## src/rtl/seq_detector_param.sv

```systemverilog
// Parameterised serial pattern detector: registered match pulse, early partial-match flag,
// and a saturating match counter. Input bits are consumed only while din_valid is high.
module seq_detector_param #(
  parameter int                 PAT_LEN = 4,
  parameter logic [PAT_LEN-1:0] PATTERN = PAT_LEN'(4'b1101),
  parameter bit                 OVERLAP = 1'b0,
  parameter int                 CNT_W   = 8
) (
  input  logic             clk,
  input  logic             rst_n,
  input  logic             din,
  input  logic             din_valid,
  input  logic             cnt_clr,
  output logic             dout,
  output logic             partial,
  output logic [CNT_W-1:0] match_cnt
);

  if (PAT_LEN < 2 || PAT_LEN > 16 || CNT_W < 1) begin : g_bad_cfg
    $error("seq_detector_param: PAT_LEN must be 2..16 and CNT_W >= 1");
  end

  localparam int            FW   = $clog2(PAT_LEN + 1);
  localparam logic [FW-1:0] FULL = FW'(PAT_LEN);
  localparam logic [FW-1:0] PART = FW'(PAT_LEN - 1);
  localparam logic [PAT_LEN-2:0] PREFIX = PATTERN[PAT_LEN-1:1];

  logic [PAT_LEN-1:0] history, hist_nx;
  logic [FW-1:0]      fill, fill_nx;
  logic               hit, part_nx;

  always_comb begin
    hist_nx = {history[PAT_LEN-2:0], din};
    fill_nx = (fill == FULL) ? fill : fill + 1'b1;
    hit     = din_valid && (fill_nx == FULL) && (hist_nx == PATTERN);
    // A non-overlapping match flushes the history, so no prefix survives it.
    part_nx = (hit && !OVERLAP) ? 1'b0
            : ((fill_nx >= PART) && (hist_nx[PAT_LEN-2:0] == PREFIX));
  end

  always_ff @(posedge clk or negedge rst_n) begin
    if (!rst_n) begin
      history   <= '0;
      fill      <= '0;
      dout      <= 1'b0;
      partial   <= 1'b0;
      match_cnt <= '0;
    end else begin
      dout <= hit;
      if (din_valid) begin
        history <= hist_nx;
        fill    <= (hit && !OVERLAP) ? '0 : fill_nx;
        partial <= part_nx;
      end
      // Clear wins over a same-cycle match; the counter never wraps.
      if (cnt_clr)
        match_cnt <= '0;
      else if (hit && (match_cnt != {CNT_W{1'b1}}))
        match_cnt <= match_cnt + 1'b1;
    end
  end

endmodule

```

## config.mk

```make
export PLATFORM = sky130hd
export DESIGN_NAME = seq_detector_param
export DESIGN_NICKNAME = d
export VERILOG_FILES = /design/src/rtl/seq_detector_param.sv
export SDC_FILE = /design/constraint.sdc
export NUM_CORES = 1
export LEC_CHECK = 0
export BUFFER_PORTS_ARGS = -buffer_cell sky130_fd_sc_hd__buf_2
export CAP_MARGIN = 20
export CORE_MARGIN = 5
export CORE_UTILIZATION = 35
export DETAILED_ROUTE_END_ITERATION = 8
export GPL_ROUTABILITY_DRIVEN = 0
export SYNTH_ARGS = -nofsm -noshare
export SYNTH_HDL_FRONTEND = slang
export SYNTH_SLANG_ARGS = --single-unit
```

## constraint.sdc

```tcl
create_clock -name clk -period 4 [get_ports clk]
set_input_delay 0.4 -clock clk [delete_from_list [all_inputs] [get_ports clk]]
set_output_delay 0.4 -clock clk [all_outputs]
set_load 0.02 [all_outputs]
```

# Word-level counts from Yosys, hierarchy flattened
# Cells that the tools add are included.
[word_totals]
regBits = 16
latch_bits = 0
ramBits = 0
romBits = 0
input_bits = 5
output_inout_bits = 10
mem_count = 0
[classes]
n_addsub = 2
multipliers = 0
n_div = 0
order_cmp = 1
eq_ne = 5
n_shift = 0
n_mux = 5
bitwise = 0
reduce_logical = 5
[op_table]
columns = ["operator", "n"]
rows = [
  ["2-to-1 mux 8 bit", 2],
  ["== test 3 bit (second input constant)", 3],
  ["adder 8 x 1 -> 8 bit (second input constant)", 1],
  ["!= test 8 bit (second input constant)", 1],
  ["2-to-1 mux 3 bit", 2],
  ["== test 4 bit (second input constant)", 1],
  ["logical AND 1 bit", 4],
  ["adder 3 x 1 -> 3 bit (second input constant)", 1],
  [">= comparator 3 x 2 -> 1 bit (second input constant)", 1],
  ["nonzero test 2 bit", 1],
  ["2-to-1 mux 1 bit", 1],
]

# Depth between registers and ports, before layout
# Gate-level depths: netlist (run 1).
[depth]
word_depth = 8
mapped_depth = 7
mapped_depth_nobuf = 6

# Worst setup path after synthesis (run 1)
# Ideal clock, no wire load.
[synth_timing]
kind = "flip-flop to flip-flop"
start = "register fill[0]"
end = "register match_cnt[5]"
arrival_time_ns = 1.952
setup_slack_ns = 1.920
stages_incl_launch_ff = 8
period_less_slack_ns = 2.080
path_cell_list = "dfrtp_1 inv_1 ha_1 and4bb_2 o2111ai_2 buf_6 nor4_1 mux2_1"
[synth_between]
elab_chain_len = 7
[synth_rtl]
columns = ["element", "line", "source"]
rows = [
  ["from (decl)", "29", "logic [FW-1:0] fill, fill_nx;"],
  ["from (signal assigned)", "52", "fill <= (hit && !OVERLAP) ? '0 : fill_nx;"],
  ["adder 3 x 1 -> 3 bit or == test 3 bit (tied branches)", "34", "fill_nx = (fill == FULL) ? fill : fill + 1'b1;"],
  ["2-to-1 mux 3 bit (*)", "34", ""],
  ["== test 3 bit (*)", "35", "hit = din_valid && (fill_nx == FULL) && (hist_nx == PATTERN);"],
  ["logical AND 1 bit (*) (2 in series)", "35", ""],
  ["logical AND 1 bit (*)", "58", "else if (hit && (match_cnt != {CNT_W{1'b1}}))"],
  ["nonzero test 2 bit (no source line) (*)", "n/a", ""],
  ["to (signal assigned)", "59", "match_cnt <= match_cnt + 1'b1;"],
  ["to (decl)", "16", "output logic [CNT_W-1:0] match_cnt"],
]
# Mark *: on every way between the ends. The rest lies on a longest branch, timed or not.
# A chain may end at the register's enable or synchronous reset.

# Worst setup path after layout (run 1)
[layout_timing]
start = "register fill[0]"
end = "register match_cnt[6]"
# Same word-level chain as after synthesis.

==> results_dict.tcl, run 1 <==
set metrics [dict create \
    netlist_area_um2 918.4 \
    cp_max_fo 13 \
    routed_wl_um 1802 \
    fin_skew_ps 3.072 \
    drv_slew 0 \
    crit_arrival_ps 2520 \
    cts_resized 0 \
    outcome "finished, final reports clean" \
    layout_common_cells "dfrtp_1, buf_2, nor2_1" \
    layout_commonest_cell "dfrtp_1" \
    slew_headroom 0.4419 \
    max_freq_mhz 428.3 \
    syn_inst 87 \
    area_growth_syn_to_layout_pct 11.58 \
    h-tree-depth 1 \
    firstDrtPassIters 4 \
    critical_path_class "flop to flop" \
    whs_ps 9.830 \
    wire_per_inst_um 13.86 \
    required_ps 4180 \
    yosysUniqueCellTypes 34 \
    cts.hold.buffers_added 0 \
    viasPerCell 5.369 \
    grt_first_pass_wirelength_um 3001 \
    endpoint_kind "flop" \
    num_vias 698 \
    synthMuxAreaShare 0.09809 \
    avgSynthCellArea_um2 10.56 \
    layout-drive-gt1-share 0.2500 \
    start_util 0.3674 \
    yosysTopAreaCell "dfrtp_1" \
    hold_viol 0 \
    syn_nets 96 \
    cts.sinks 16 \
    multi_input_area_um2 479.2 \
    rows 18 \
    power.total_mw 0.4501 \
    cellPowerDensity_nw_per_um2 439.3 \
    cts_root_buf "clkbuf_4" \
    drt_iter0_drc 12 \
    die_h_um 61.23 \
    tns_ps 0 \
    drc_errors 0 \
    maxCapViolCount 0 \
    synth.area.top_cells "dfrtp_1, mux2_1, ha_1" \
    fillers 257 \
    core-area_um2 2500 \
    grt_pass1_vias 672 \
    hp-class "primary input to asynchronous set/reset pin" \
    post-cts-setup-buffers 0 \
    die_area_um2 3749 \
    p_leak_nw 0.4604 \
    numCtsBuffers 3 \
    clk-insertion-delay-late_ps 290 \
    ir_drop_uv 333.9 \
    io_pins 15 \
    grt_antenna_before_repair 0 \
    clk_pin_slew_ps 100 \
    clock_path_buffers 2 \
    tightest_slew_ps 831.5 \
    yosysTopAreaCellShare 0.4360 \
    finalCritPeriodShare 0.5837 \
    seqCellArea_um2 400.4 \
    die_w_um 61.23 \
    final_core_util 0.4099 \
    n_antenna_cell 0 \
    place_hpwl_um 1333 \
    synth_xor_area_frac 0.009537 \
    finalSetupViolCount 0 \
    r2r-start "fill[0]" \
    grt_max_degree 17 \
    ys_seq_area_frac 0.4360 \
    synth_top_family_by_area "simple AND/OR/NAND/NOR gates" \
    rsz0062_at_grt "false" \
    start_kind "flop" \
    cts_tree "yes" \
    yosys_register_bits 16 \
    grt_usage 0.1073 \
    fin_nets 111 \
    synthSimpleGateAreaFrac 0.2534 \
    critPathLaunch "fill[0]" \
    ys_warn_count 0 \
    period_minus_slack_ps 2335 \
    synth_compound_area_frac 0.1063 \
    synth-adder-area-share 0.05450 \
    io_buffer_count 14 \
    grt_remaining_overflow 0 \
    ant_nets 0 \
]
[cell type report]
type / count / share of cell area
multi-input combinational: 63 / 0.4676
tap: 30 / 0.03663
timing repair buffer: 14 / 0.06838
inverter: 4 / 0.01465
sequential: 16 / 0.3907
clock buffer: 3 / 0.02198
[cell usage after synthesis (all sizes together)]
master,instances
o2111ai,2
and4bb,1
nand2,5
dfrtp,16
buf,2
nand4b,1
nor2,8
a21oi,3
nor4b,2
o31ai,3
nand3b,1
mux2,8
o22ai,1
o21ai,3
nor3b,1
nor2b,5
nand4,2
xnor2,1
o21a,1
and3b,1
inv,4
clkbuf,2
nor4,3
nand3,2
ha,4
or4b,1
nor3,1
a21boi,1
or4,2
[stage by stage]
stage               setup slack (ps)  cells  cell area, um2
finish                          1665    130            1025
global route                    1532    130            1025
CTS                             1639    130            1025
detailed placement              1657    127            1002
global placement                1744    127            1002
floorplan                       1920     87           918.4
[flip-flops by register name (all words and copies together), names as in the netlist]
| register | cells |
|---|---|
| dout | 1 |
| fill | 3 |
| history | 3 |
| match_cnt | 8 |
| partial | 1 |
[path summary, 6_finish.rpt]
kind / to / slack (ps) / cells after the start
min in group clk: history[0] / 370 / 2
max in group asynchronous: fill[0] / 3710 / 1
min reg2reg: partial / 540 / 2
max: match_cnt[6] / 1670 / 6
min: match_cnt[7] / 10 / 1
max reg2reg: match_cnt[6] / 1670 / 6
[cells by family (layout without fill, tap and decap cells)]
kind of cell	count (synthesis)	count (layout)
xor gates and xnor gates	1	1
AOI/OAI and AO/OA	14	14
and+or+nand+nor	36	36
muxes	8	8
adders and majority gates	4	4
buffers and inverters	8	21
DFF	16	16
[worst max-delay path, cell delays in order, from the launching register on]
cell and delay (ps):
dfrtp_1 420, inv_1 80, ha_1 330, and4bb_2 310, o2111ai_2 330, nor4b_2 410
mux2_1 350
[power by group]
group / switching [mW] / leakage, nW / internal [mW]
logic: 0.0918 / 0.236 / 0.0614
clock network: 0.0537 / 0.0138 / 0.0350
registers: 0.0246 / 0.211 / 0.184
total: 0.170 / 0.460 / 0.280
[metal layers]
| layer | track usage | up-vias | part of all wire |
|---|---|---|---|
| li1 | - | 347 | - |
| met1 | 0.1427 | 330 | 0.48 |
| met2 | 0.1677 | 19 | 0.44 |
| met3 | 0.02935 | 2 | 0.073 |
| met4 | 0.03715 | 0 | 0.011 |
| met5 | 0 | - | 0 |
Power figures use the tool's default switching activity.
==> run 2, diff against run 1 <==
clock period = 2.4 ns   (was 4 ns; I/O delays follow)
==> results_dict.tcl, run 2 (synthesis results as in run 1) <==
set metrics [dict create \
    outcome "finished, final reports clean" \
    fin_nets 112 \
    power.switching_mw 0.2905 \
    layout_common_cells "dfrtp_1, buf_2, nor2_1" \
    clock_path_buffers 2 \
    routed_wl_um 1805 \
    start_kind "flop" \
    grt_usage 0.1073 \
    n_antenna_cell 0 \
    required_ps 2590 \
    firstDrtPassIters 5 \
    slew_headroom 0.4505 \
    cts_tree "yes" \
    grt_max_degree 17 \
    max_freq_mhz 448.3 \
    finalSetupViolCount 0 \
    hold_viol 0 \
    tns_ps 0 \
    cpPeakStageDelay_ps 420 \
    cellPowerDensity_nw_per_um2 725.7 \
    die_w_um 61.23 \
    area_growth_syn_to_layout_pct 13.90 \
    maxCapViolCount 0 \
    grt_remaining_overflow 0 \
    grt_antenna_before_repair 0 \
    place_hpwl_um 1333 \
    endpoint_kind "flop" \
    hp-class "primary input to flop" \
    cp_max_fo 13 \
    grt_pass1_vias 672 \
    critical_path_class "flop to flop" \
    drt_iter0_drc 11 \
    drv_slew 0 \
    grt_first_pass_wirelength_um 3001 \
    slowest_stage "dfrtp_1" \
    met2_length_um 800 \
    die_area_um2 3749 \
    reg.largest.list "match_cnt (8), fill (3), history (3)" \
    ir_drop_uv 553.3 \
    drc_errors 0 \
    met3_length_um 118 \
    rows 18 \
    clkPwrFrac 0.195 \
    core-area_um2 2500 \
    top_register "match_cnt" \
    start_util 0.3674 \
    p_sw_frac 0.3827 \
    numCtsBuffers 3 \
    path_cells "inv_1, ha_1, and4bb_2, o2111ai_4, nor4b_2, mux2_1" \
    largest_reg_flops 8 \
    cts.sinks 16 \
    wire_per_inst_um 13.78 \
    p_leak_nw 0.4648 \
    tightest_slew_ps 818.7 \
    die_h_um 61.23 \
    whs_ps 208.0 \
    fin_skew_ps 4.299 \
    clk-insertion-delay-late_ps 290 \
    layout_commonest_cell "dfrtp_1" \
    period_minus_slack_ps 2231 \
    internal_power_mw 0.4686 \
    rsz0062_at_grt "false" \
    power_frac_comb 0.344 \
    power.total_mw 0.7591 \
    fillers 255 \
    finalCritPeriodShare 0.9295 \
    viasPerCell 5.305 \
    top_layer "met4" \
    crit_arrival_ps 2420 \
    ant_nets 0 \
    clk_pin_slew_ps 100 \
    dp_cells 127 \
    cts_root_buf "clkbuf_4" \
    num_vias 695 \
    wl_met1_um 870 \
    finalNonFillerCells 131 \
    io_buffer_count 14 \
    post-cts-setup-buffers 0 \
    h-tree-depth 1 \
    pwr-share-seq 0.460 \
    io_pins 15 \
    layout-drive-gt1-share 0.2475 \
]
-- run 2: cell type report --
cell class / count / area (um2) / area share
Tap cell: 30 / 37.54 / 0.03589
Timing Repair Buffer: 15 / 80.08 / 0.07656
Inverter: 4 / 15.01 / 0.01435
Clock buffer: 3 / 22.52 / 0.02153
Multi-Input combinational cell: 63 / 490.5 / 0.4689
Sequential cell: 16 / 400.4 / 0.3828
-- run 2: metal layers --
metal | global-route usage | up-vias
li1 | - | 349
met1 | 0.1427 | 328
met2 | 0.1677 | 16
met3 | 0.02935 | 2
met4 | 0.03715 | 0
met5 | 0 | -
-- run 2: through the flow --
step,util,setup WS [ps],instance area (um2)
floorplan,-,320.4,918.4
global placement,0.4009,143.7,1002
detailed placement,0.4009,57.17,1002
CTS,0.4139,39.43,1035
global route,0.4184,44.04,1046
finish,0.4184,169.2,1046
-- run 2: timing repair --
item	in CTS	in global routing
setup endpoints to repair	0	4
gates resized for setup	0	1
hold buffers	1	0
hold endpoints to repair	16	0
-- run 2: worst paths after layout --
check	start	end	slack, ps	cells after the start
max	fill[0]	match_cnt[6]	170	6
min	din	history[0]	210	2
min in group asynchronous	rst_n	match_cnt[7]	390	2
max in group asynchronous	rst_n	fill[0]	1730	2
min reg2reg	partial	partial	540	2
max reg2reg	fill[0]	match_cnt[6]	170	6
-- run 2: power groups by stage --
stage	combinational (mW)	clock [mW]	sequential (mW)
finish	0.261	0.148	0.349
global route	0.293	0.158	0.357
global placement	0.246	0	0.349
CTS	0.260	0.151	0.348
detailed placement	0.255	0	0.353
floorplan	0.205	0	0.348
-- run 2: worst max-delay path, delay by kind of cell (launching register included) --
family | cells | cell delay (ps)
fa+ha+maj | 1 | 330
buf+inv | 1 | 80
flops | 1 | 420
compound gates | 1 | 240
simple gates | 2 | 710
mux | 1 | 350
